==> config.mk <==
export PLATFORM = sky130hd
export DESIGN_NAME = fifo_rd_burst_streamer_flat
export DESIGN_NICKNAME = d
export VERILOG_FILES = /design/src/rtl/fifo_rd_burst_streamer_pkg.sv /design/src/rtl/fifo_rd_burst_streamer_if.sv /design/src/rtl/fifo_rd_burst_streamer_skid_buf2.sv /design/src/rtl/fifo_rd_burst_streamer.sv /design/src/flat_wrapper.sv
export SDC_FILE = /design/constraint.sdc
export NUM_CORES = 1
export LEC_CHECK = 0
export BUFFER_PORTS_ARGS = -buffer_cell sky130_fd_sc_hd__buf_4
export CAP_MARGIN = 20
export CELL_PAD_IN_SITES_DETAIL_PLACEMENT = 0
export CELL_PAD_IN_SITES_GLOBAL_PLACEMENT = 1
export CORE_MARGIN = 2
export CORE_UTILIZATION = 43
export DETAILED_ROUTE_END_ITERATION = 8
export PLACE_DENSITY_LB_ADDON = 0.3
export SLEW_MARGIN = 25
export SYNTH_ARGS = -nofsm -noshare
export SYNTH_HDL_FRONTEND = slang
export SYNTH_HIERARCHICAL = 1
export SYNTH_SLANG_ARGS = --single-unit
==> constraint.sdc <==
create_clock -name clk -period 5.25 [get_ports clk]
set_input_delay 0.2625 -clock clk [delete_from_list [all_inputs] [get_ports clk]]
set_output_delay 0.2625 -clock clk [all_outputs]
set_load 0.02 [all_outputs]
==> src/rtl/fifo_rd_burst_streamer_pkg.sv <==
// fifo_rd_burst_streamer_pkg: FSM encodings and output buffer sizing shared by the burst streamer
package fifo_rd_burst_streamer_pkg;
  typedef enum logic [1:0] {
    STATE_IDLE   = 2'd0,
    STATE_STREAM = 2'd1,
    STATE_DONE   = 2'd2
  } state_t;
  localparam int OUT_BUF_DEPTH = 2;
  localparam int OCC_W = $clog2(OUT_BUF_DEPTH + 1);
endpackage

==> src/rtl/fifo_rd_burst_streamer_if.sv <==
// fifo_rd_burst_streamer_if: burst command, FIFO read port and output stream; master is the streamer side
interface fifo_rd_burst_streamer_if #(
  parameter int DATA_WIDTH  = 64,
  parameter int BURST_LEN_W = 8
);
  logic                   burst_start;
  logic [BURST_LEN_W-1:0] burst_len;
  logic                   burst_ready;
  logic                   burst_done;
  logic                   fifo_read_req;
  logic                   fifo_read_ready;
  logic [DATA_WIDTH-1:0]  fifo_read_data;
  logic                   m_valid;
  logic                   m_ready;
  logic [DATA_WIDTH-1:0]  m_data;
  logic                   m_last;
  modport master (
    input  burst_start, burst_len, fifo_read_ready, fifo_read_data, m_ready,
    output burst_ready, burst_done, fifo_read_req, m_valid, m_data, m_last
  );
  modport slave (
    output burst_start, burst_len, fifo_read_ready, fifo_read_data, m_ready,
    input  burst_ready, burst_done, fifo_read_req, m_valid, m_data, m_last
  );
endinterface

==> src/rtl/fifo_rd_burst_streamer_skid_buf2.sv <==
// stream_skid_buf2: 2-entry FIFO-ordered buffer; head_o is the oldest entry whenever occ_o != 0
module stream_skid_buf2
  import fifo_rd_burst_streamer_pkg::*;
#(
  parameter int DATA_WIDTH = 64
) (
  input  logic                  clk,
  input  logic                  rst,
  input  logic                  push_i,
  input  logic [DATA_WIDTH-1:0] push_data_i,
  input  logic                  pop_i,
  output logic [DATA_WIDTH-1:0] head_o,
  output logic [OCC_W-1:0]      occ_o
);
  logic [DATA_WIDTH-1:0] e0_q, e0_d, e1_q, e1_d;
  logic [OCC_W-1:0]      occ_q, occ_d, slot;
  // a push lands in the slot left after this cycle's pop has shifted the head out
  always_comb begin
    slot  = occ_q - OCC_W'(pop_i);
    occ_d = slot + OCC_W'(push_i);
    e0_d  = (push_i && slot == '0) ? push_data_i : pop_i ? e1_q : e0_q;
    e1_d  = (push_i && slot != '0) ? push_data_i : e1_q;
  end
  always_ff @(posedge clk or posedge rst)
    if (rst) begin
      e0_q  <= '0;
      e1_q  <= '0;
      occ_q <= '0;
    end else begin
      e0_q  <= e0_d;
      e1_q  <= e1_d;
      occ_q <= occ_d;
    end
  assign head_o = e0_q;
  assign occ_o  = occ_q;
endmodule

==> src/rtl/fifo_rd_burst_streamer.sv <==
// fifo_rd_burst_streamer: drains burst_len beats from the FIFO read port into a valid/ready stream with last.
// Define FIFO_RD_STREAMER_PERF_EN to add the stall_cycles/starve_cycles counters.
module fifo_rd_burst_streamer
  import fifo_rd_burst_streamer_pkg::*;
#(
  parameter int DATA_WIDTH  = 64,
  parameter int BURST_LEN_W = 8
) (
  input  logic clk,
  input  logic reset,
  fifo_rd_burst_streamer_if.master bus
`ifdef FIFO_RD_STREAMER_PERF_EN
  ,
  output logic [31:0] stall_cycles,
  output logic [31:0] starve_cycles
`endif
);
  localparam logic [BURST_LEN_W-1:0] ONE = BURST_LEN_W'(1);
  state_t                 state_q;
  logic [BURST_LEN_W-1:0] issue_cnt_q, beat_cnt_q;
  logic                   inflight_q, burst_ready_q, burst_done_q;
  logic                   pop_out, rd_fire, last_hs;
  logic [OCC_W-1:0]       occ;
  assign pop_out = bus.m_valid && bus.m_ready;
  assign rd_fire = bus.fifo_read_req && bus.fifo_read_ready;
  assign last_hs = pop_out && beat_cnt_q == ONE;
  // a read may issue when a slot will be free once the in-flight beat lands, or the head leaves now
  assign bus.fifo_read_req = state_q == STATE_STREAM && issue_cnt_q != '0 &&
                             (int'(occ) + int'(inflight_q) < OUT_BUF_DEPTH || pop_out);
  assign bus.m_valid     = occ != '0;
  assign bus.m_last      = bus.m_valid && beat_cnt_q == ONE;
  assign bus.burst_ready = burst_ready_q;
  assign bus.burst_done  = burst_done_q;
  stream_skid_buf2 #(.DATA_WIDTH(DATA_WIDTH)) u_buf (
    .clk(clk),
    .rst(reset),
    .push_i(inflight_q),
    .push_data_i(bus.fifo_read_data),
    .pop_i(pop_out),
    .head_o(bus.m_data),
    .occ_o(occ)
  );
  always_ff @(posedge clk or posedge reset)
    if (reset) begin
      state_q       <= STATE_IDLE;
      issue_cnt_q   <= '0;
      beat_cnt_q    <= '0;
      inflight_q    <= 1'b0;
      burst_ready_q <= 1'b1;
      burst_done_q  <= 1'b0;
    end else begin
      inflight_q <= rd_fire;
      case (state_q)
        STATE_IDLE:
          if (bus.burst_start && bus.burst_len != '0) begin
            state_q       <= STATE_STREAM;
            burst_ready_q <= 1'b0;
            issue_cnt_q   <= bus.burst_len;
            beat_cnt_q    <= bus.burst_len;
          end
        STATE_STREAM: begin
          if (rd_fire) issue_cnt_q <= issue_cnt_q - ONE;
          if (pop_out) beat_cnt_q <= beat_cnt_q - ONE;
          if (last_hs) begin
            state_q      <= STATE_DONE;
            burst_done_q <= 1'b1;
          end
        end
        STATE_DONE: begin
          state_q       <= STATE_IDLE;
          burst_done_q  <= 1'b0;
          burst_ready_q <= 1'b1;
        end
        default: state_q <= STATE_IDLE;
      endcase
    end
`ifdef FIFO_RD_STREAMER_PERF_EN
  logic [31:0] stall_q, starve_q;
  logic        stall_hit, starve_hit;
  assign stall_hit  = state_q == STATE_STREAM && bus.m_valid && !bus.m_ready;
  assign starve_hit = state_q == STATE_STREAM && occ == '0 && !inflight_q &&
                      issue_cnt_q != '0 && !bus.fifo_read_ready;
  always_ff @(posedge clk or posedge reset)
    if (reset) begin
      stall_q  <= '0;
      starve_q <= '0;
    end else begin
      if (stall_hit && stall_q != '1) stall_q <= stall_q + 32'd1;
      if (starve_hit && starve_q != '1) starve_q <= starve_q + 32'd1;
    end
  assign stall_cycles  = stall_q;
  assign starve_cycles = starve_q;
`endif
endmodule

==> src/flat_wrapper.sv <==
// flat-port wrapper written by rule: the top's interface ports become plain ports
module fifo_rd_burst_streamer_flat import fifo_rd_burst_streamer_pkg::*;
#(
  parameter int DATA_WIDTH  = 64,
  parameter int BURST_LEN_W = 8
)
  (clk, reset, bus_burst_start, bus_burst_len, bus_fifo_read_ready, bus_fifo_read_data, bus_m_ready, bus_burst_ready, bus_burst_done, bus_fifo_read_req, bus_m_valid, bus_m_data, bus_m_last);
  fifo_rd_burst_streamer_if #(.DATA_WIDTH(DATA_WIDTH), .BURST_LEN_W(BURST_LEN_W)) bus_i ();
  input  logic clk;
  input  logic reset;
  input wire logic [$bits(bus_i.burst_start)-1:0] bus_burst_start;
  input wire logic [$bits(bus_i.burst_len)-1:0] bus_burst_len;
  input wire logic [$bits(bus_i.fifo_read_ready)-1:0] bus_fifo_read_ready;
  input wire logic [$bits(bus_i.fifo_read_data)-1:0] bus_fifo_read_data;
  input wire logic [$bits(bus_i.m_ready)-1:0] bus_m_ready;
  output wire logic [$bits(bus_i.burst_ready)-1:0] bus_burst_ready;
  output wire logic [$bits(bus_i.burst_done)-1:0] bus_burst_done;
  output wire logic [$bits(bus_i.fifo_read_req)-1:0] bus_fifo_read_req;
  output wire logic [$bits(bus_i.m_valid)-1:0] bus_m_valid;
  output wire logic [$bits(bus_i.m_data)-1:0] bus_m_data;
  output wire logic [$bits(bus_i.m_last)-1:0] bus_m_last;
  assign bus_i.burst_start = bus_burst_start;
  assign bus_i.burst_len = bus_burst_len;
  assign bus_i.fifo_read_ready = bus_fifo_read_ready;
  assign bus_i.fifo_read_data = bus_fifo_read_data;
  assign bus_i.m_ready = bus_m_ready;
  assign bus_burst_ready = bus_i.burst_ready;
  assign bus_burst_done = bus_i.burst_done;
  assign bus_fifo_read_req = bus_i.fifo_read_req;
  assign bus_m_valid = bus_i.m_valid;
  assign bus_m_data = bus_i.m_data;
  assign bus_m_last = bus_i.m_last;
  fifo_rd_burst_streamer #(.DATA_WIDTH(DATA_WIDTH), .BURST_LEN_W(BURST_LEN_W)) u_core (.clk(clk), .reset(reset), .bus(bus_i));
endmodule
Yosys cells after proc, flatten, opt, wreduce, memory -nomap -nowiden
Index checks and enable logic that the tools add are counted.
- register bits: 151
- latch bits: 0
- RAM bits: 0
- bits in read-only memories: 0
- memories: 0
- add/sub/neg operators: 5
- multipliers: 0
- divide/modulo/power cells: 0
- magnitude comparators: 1
- equal/unequal tests: 7
- shifts and indexed selects: 0
- multiplexer cells: 14
- bitwise logic cells: 0
- reduce and logical (&&, ||, !) cells: 25
- operators with widths (operator ; count):
    $mux W64 ; 2
    $lt A32 B3 Y1 const B ; 1
    $pmux W8 S2 ; 2
    $mux W8 ; 3
    $reduce_bool A8 Y1 ; 2
    $sub A8 B1 Y8 const B ; 2
    $reduce_bool A2 Y1 ; 6
    $logic_and A1 B1 Y1 ; 9
    $eq A8 B1 Y1 const B ; 1
    $ne A2 B1 Y1 const B ; 4
    $reduce_and A2 Y1 ; 3
    $reduce_and A3 Y1 ; 2
    $logic_not A2 Y1 ; 2
    $mux W2 ; 2
    $pmux W1 S2 ; 2
    $pmux W2 S2 ; 1
    $add A2 B1 Y3 ; 1
    $add A2 B1 Y2 ; 1
    $eq A2 B1 Y1 const B ; 1
    $eq A2 B2 Y1 const B ; 1
    $mux W1 ; 2
    $sub A2 B1 Y2 ; 1
    $logic_or A1 B1 Y1 ; 1

Longest topological paths before layout
- word-level depth: 7
- gate-level depth with buffers: 7
- gate-level depth less buffers: 6

By module
Netlist, hierarchy kept.
- by module, submodules not included (module ; instances ; cells each ; area each (um2) ; sequential area each (um2)):
    stream_skid_buf2 ; 1 ; 422 ; 5420.2 ; 3253.1
    fifo_rd_burst_streamer ; 1 ; 147 ; 1351.3 ; 526.8

Least setup slack after synthesis
Ideal clock, no wire load.
- path kind: register -> register
- start point: register u_core.u_buf.occ_q[1], in the netlist u_core/u_buf/occ_o[1]
- end point: register u_core.u_buf.e1_q[10]
- library setup time: 0.125 ns
- arrival: 1.848 ns
- data required time: 5.125 ns
- setup slack: 3.277 ns
- cell stages (with the launch flop): 7
- path buffers: 1
- clock period less this slack: 1.973 ns
- path through: dfrtp_1 o21a_1 ha_1 inv_1 o21ai_4 buf_4 mux2_2
- cells in the longest elaborated chain, start to end: 5
- ends and longest elaborated chain (item ; line ; source):
    start, declared ; fifo_rd_burst_streamer_skid_buf2.sv:16 ; logic [OCC_W-1:0] occ_q, occ_d, slot;
    start signal, assigned ; fifo_rd_burst_streamer_skid_buf2.sv:28 ; occ_q <= '0;
    start signal, assigned ; fifo_rd_burst_streamer_skid_buf2.sv:32 ; occ_q <= occ_d;
    $reduce_bool A2 Y1 ; fifo_rd_burst_streamer.sv:30 ; assign bus.m_valid = occ != '0;
    $logic_and A1 B1 Y1 ; fifo_rd_burst_streamer.sv:24 ; assign pop_out = bus.m_valid && bus.m_ready;
    via u_core.pop_out ; fifo_rd_burst_streamer.sv:22 ; logic pop_out, rd_fire, last_hs;
    $sub A2 B1 Y2 ; fifo_rd_burst_streamer_skid_buf2.sv:19 ; slot = occ_q - OCC_W'(pop_i);
    $reduce_bool A2 Y1 ; fifo_rd_burst_streamer_skid_buf2.sv:22 ; e1_d = (push_i && slot != '0) ? push_data_i : e1_q;
    $logic_and A1 B1 Y1 ; fifo_rd_burst_streamer_skid_buf2.sv:22 ;
    end signal, assigned ; fifo_rd_burst_streamer_skid_buf2.sv:27 ; e1_q <= '0;
    end signal, assigned ; fifo_rd_burst_streamer_skid_buf2.sv:31 ; e1_q <= e1_d;
    end, declared ; fifo_rd_burst_streamer_skid_buf2.sv:15 ; logic [DATA_WIDTH-1:0] e0_q, e0_d, e1_q, e1_d;
The timed path passes the listed nets, and every way through them passes these cells.
A chain may end at the register's enable or synchronous reset.

Worst setup path after layout
- start point: register u_core.u_buf.occ_q[1], in the netlist u_core/u_buf/occ_o[1]
- end point: register u_core.u_buf.e0_q[11], in the netlist u_core/u_buf/head_o[11]
- cells in the longest elaborated chain, start to end: 6
- ends and longest elaborated chain (item ; line ; source):
    $reduce_bool A2 Y1 * ; fifo_rd_burst_streamer.sv:30 ;
    $logic_and A1 B1 Y1 * ; fifo_rd_burst_streamer.sv:24 ;
    via u_core.pop_out ; fifo_rd_burst_streamer.sv:22 ;
    $sub A2 B1 Y2 ; fifo_rd_burst_streamer_skid_buf2.sv:19 ;
    $logic_not A2 Y1 ; fifo_rd_burst_streamer_skid_buf2.sv:21 ; e0_d = (push_i && slot == '0) ? push_data_i : pop_i ? e1_q : e0_q;
    $logic_and A1 B1 Y1 ; fifo_rd_burst_streamer_skid_buf2.sv:21 ;
    $mux W64 or $reduce_bool A2 Y1 (tied branches) ; -- ;
    end signal, assigned ; fifo_rd_burst_streamer_skid_buf2.sv:26 ; e0_q <= '0;
    end signal, assigned ; fifo_rd_burst_streamer_skid_buf2.sv:30 ; e0_q <= e0_d;
    end, declared ; fifo_rd_burst_streamer_skid_buf2.sv:15 ;
Mark *: on every way through the listed nets, which the timed path passes. The rest lies on a longest branch.

==> impl_metrics.tcl <==
set metrics [dict create \
    status "finished, violations left" \
    failing_checks "hold timing" \
    final.setup.tns_ns 0 \
    end_kind "flop" \
    grt_pass1_wl_mm 24.81 \
    irDropWorstVdd_uv 300.1 \
    area.growth.synth_to_final_pct 27.05 \
    clock_path_buffers 2 \
    worst_r2r_path_depth 7 \
    yosysTopAreaCell "dfrtp_1" \
    synth-seq-cells 151 \
    timing.critical_path.cells "o21a_4 -> ha_1 -> nand3b_1 -> buf_4 -> buf_4 -> nor2_1 -> a21oi_1" \
    crit_top_cell "buf_4" \
    fin_skew_ns 0.009354 \
    report.final.setup_viol 0 \
    crit_required_ns 5.58 \
    met2_length_mm 7.471 \
    drc_errors 0 \
    number_of_iterations_in_the_first_detailed_routing_pass 4 \
    antenna_cells_inserted 0 \
    grt_use_total_pct 18.95 \
    first_global_vias 4969 \
    antenna_violations_before_repair 0 \
    tritoncts_clock_tree "yes" \
    port_buffers 145 \
    clock_tree.root_cell "clkbuf_16" \
    r2r-start "u_core/u_buf/occ_o[1]" \
    wl_per_cell_um 16.34 \
    syn_nets 652 \
    hold-worst-slack_ns -0.01559 \
    syn_avg_cell_area_um2 11.90 \
    synth-async-reset-ratio_pct 100.0 \
    synth.cell_area_um2 6771 \
    edff_count_synth 0 \
    timing.critical_path.fanout_max 86 \
    post_synth_most_frequent_cells "dfrtp_1, nor2_1, a21oi_1" \
    finalNetCount 789 \
    cpMaxStageDelayCell "buf_4" \
    ios 146 \
    postSynthCellCount 569 \
    cts_post_setup_buffers_inserted 0 \
    worst_ep_arrival_time_ns 3.14 \
    top_routing_layer_in_use "met4" \
    leak_pwr_nw 3.923 \
    detail-route-antenna-nets 0 \
    post_cts_hold_buffer_count 0 \
    cp_num_buf_inv 2 \
    most_common_cell_in_the_synthesized_netlist "dfrtp_1" \
    drt-vias-per-instance 5.156 \
    worst-r2r-setup-slack_ns 2.44 \
    die_h_um 129.5 \
    totalWireLength_mm 15.20 \
    worstSetupPathType "flop to flop" \
    tightestPinTransition_ns 0.9825 \
    fp-row-count 45 \
    x_dimension_of_the_die_um 129.5 \
    cts_buffers 17 \
    crit_family "buffers and inverters" \
    grt_setup_unrepaired "no" \
    synthDistinctLibCells 52 \
    met3_wirelength_um 631 \
    finalHoldViolCount 25 \
    worst_skew_pair_later_pin_latency_ns 0.42 \
    max_cap_viol_count 0 \
    core_um2 15310 \
    powerDensity_nw_per_um2 677.5 \
    synth_top_cells_by_area "dfrtp_1, mux2_2, mux2i_1" \
    start_util_pct 44.22 \
    pin_count_of_the_biggest_net_entering_global_routing 87 \
    setup.worst_path.start_class "flop" \
    clkSlewWorstSetupHoldPaths_ns 0.06 \
    post_cts_resize_count 0 \
    die_area_um2 16770 \
    worstHoldPathType "input pin to asynchronous set/reset pin" \
    drive_above_1_share_pct 35.19 \
    wl_met1_mm 6.923 \
    cp_slowest_stage_delay_ns 0.74 \
    dp_hpwl_mm 10.08 \
    drt_first_iter_violations 305 \
    timing.fmax_mhz 355.7 \
    layout_min_cycle_time_ns 2.811 \
    postSynth.topFlopCell "dfrtp_1" \
    reg2reg_to "u_core/u_buf/head_o[11]" \
    cts-htree-levels 4 \
    route.vias.total 4795 \
    timing.final.max_slew_violations 0 \
    timing.critical_path.from "u_core/u_buf/occ_o[1]" \
    layout_worst_path_cycle_share_pct 53.55 \
    grt.overflow.total 0 \
    portion_of_synthesized_cell_area_occupied_by_the_leading_cell_type_pct 55.43 \
    globalplace.congestion 0.8447 \
    synth.yosys.seq_area_share_pct 55.82 \
    worst_slew_margin_rel_pct 34.50 \
    synth-warning-count 6 \
    num-fill-cells 1346 \
    clock_sink_count 151 \
]
## sequential cells by signal, indices dropped and copies added (netlist names)
| signal | count |
|---|---|
| u_core/inflight_q | 1 |
| u_core/u_buf/e1_q | 64 |
| u_core/u_buf/occ_o | 2 |
| u_core/bus.burst_ready | 1 |
| u_core/issue_cnt_q | 8 |
| u_core/state_q | 2 |
| u_core/bus.burst_done | 1 |
| u_core/u_buf/head_o | 64 |
| u_core/beat_cnt_q | 8 |
## through the flow
step	util (%)	instances	instance area [µm²]	power, W	worst slack (ns)
after floorplan	-	569	6771	0.003777	1.518
after detailed placement	52.04	898	7970	0.004575	2.469
after global routing	56.18	930	8603	0.006221	2.244
final	56.18	930	8603	0.005828	2.439
after CTS	56.16	930	8601	0.005883	2.435
after global placement	52.04	898	7970	0.004467	2.559
## kinds of logic (layout without fill, tap and decap cells)
logic type	after synthesis	in the layout	synth area share, %
AO/OA/AOI/OAI	121	121	11.11
XOR/XNOR	2	2	0.2587
adder cells (fa/ha/maj)	6	6	1.109
buffers and inverters	44	194	3.640
flip-flops	151	151	55.82
multiplexers	130	130	20.55
AND/OR/NAND/NOR	115	115	7.520
## area by class of cell
type | instances | area, µm² | area share [%]
tap | 211 | 264.0 | 3.069
clock inverter | 12 | 173.9 | 2.022
inverter | 12 | 50.05 | 0.5817
clock buffer | 20 | 456.7 | 5.308
sequential | 151 | 3780 | 43.94
multi-input combinational | 374 | 2753 | 32.00
timing repair buffer | 150 | 1126 | 13.09
## routing by layer
metal / vias to the layer above / track usage, %
met5: - / 0
met4: 0 / 6.199
met3: 12 / 3.922
met2: 118 / 31.30
met1: 2356 / 25.17
li1: 2309 / -
## where the power goes
part / switching (W) / internal (W) / leakage [nW]
Clock: 0.000469 / 0.000820 / 0.310
Sequential: 0.000372 / 0.00177 / 1.75
Combinational: 0.00124 / 0.00116 / 1.87
## placed cells by master (no fill, tap or decap), types with 3 or more instances in the layout
master / synthesis / routed
buf_4: 3 / 150
dfrtp_1: 150 / 150
nor2_1: 78 / 78
a21oi_1: 74 / 74
mux2i_1: 64 / 64
mux2_2: 59 / 59
clkbuf_16: 0 / 17
inv_1: 12 / 11
nand2_1: 11 / 11
a2bb2oi_1: 8 / 8
o21ai_0: 6 / 6
ha_1: 6 / 6
o211ai_1: 5 / 5
mux2_1: 5 / 5
bufinv_16: 0 / 4
clkinv_2: 0 / 4
nand3_1: 4 / 4
or4_1: 3 / 3
a31oi_1: 3 / 3
nor4_1: 3 / 3
o221ai_1: 3 / 3
o22a_1: 3 / 3
## how the worst max path moves through the flow
stage,to,slack (ns),cells past startpoint
after floorplan,u_core/u_buf/e1_q[0],1.52,1
after global placement,u_core/u_buf/head_o[62],2.56,7
after detailed placement,u_core/u_buf/head_o[19],2.47,7
after CTS,u_core/u_buf/head_o[11],2.43,7
after global routing,u_core/u_buf/head_o[39],2.24,7
final,u_core/u_buf/head_o[11],2.44,7
No activity file was read; power rests on OpenSTA's default activity.
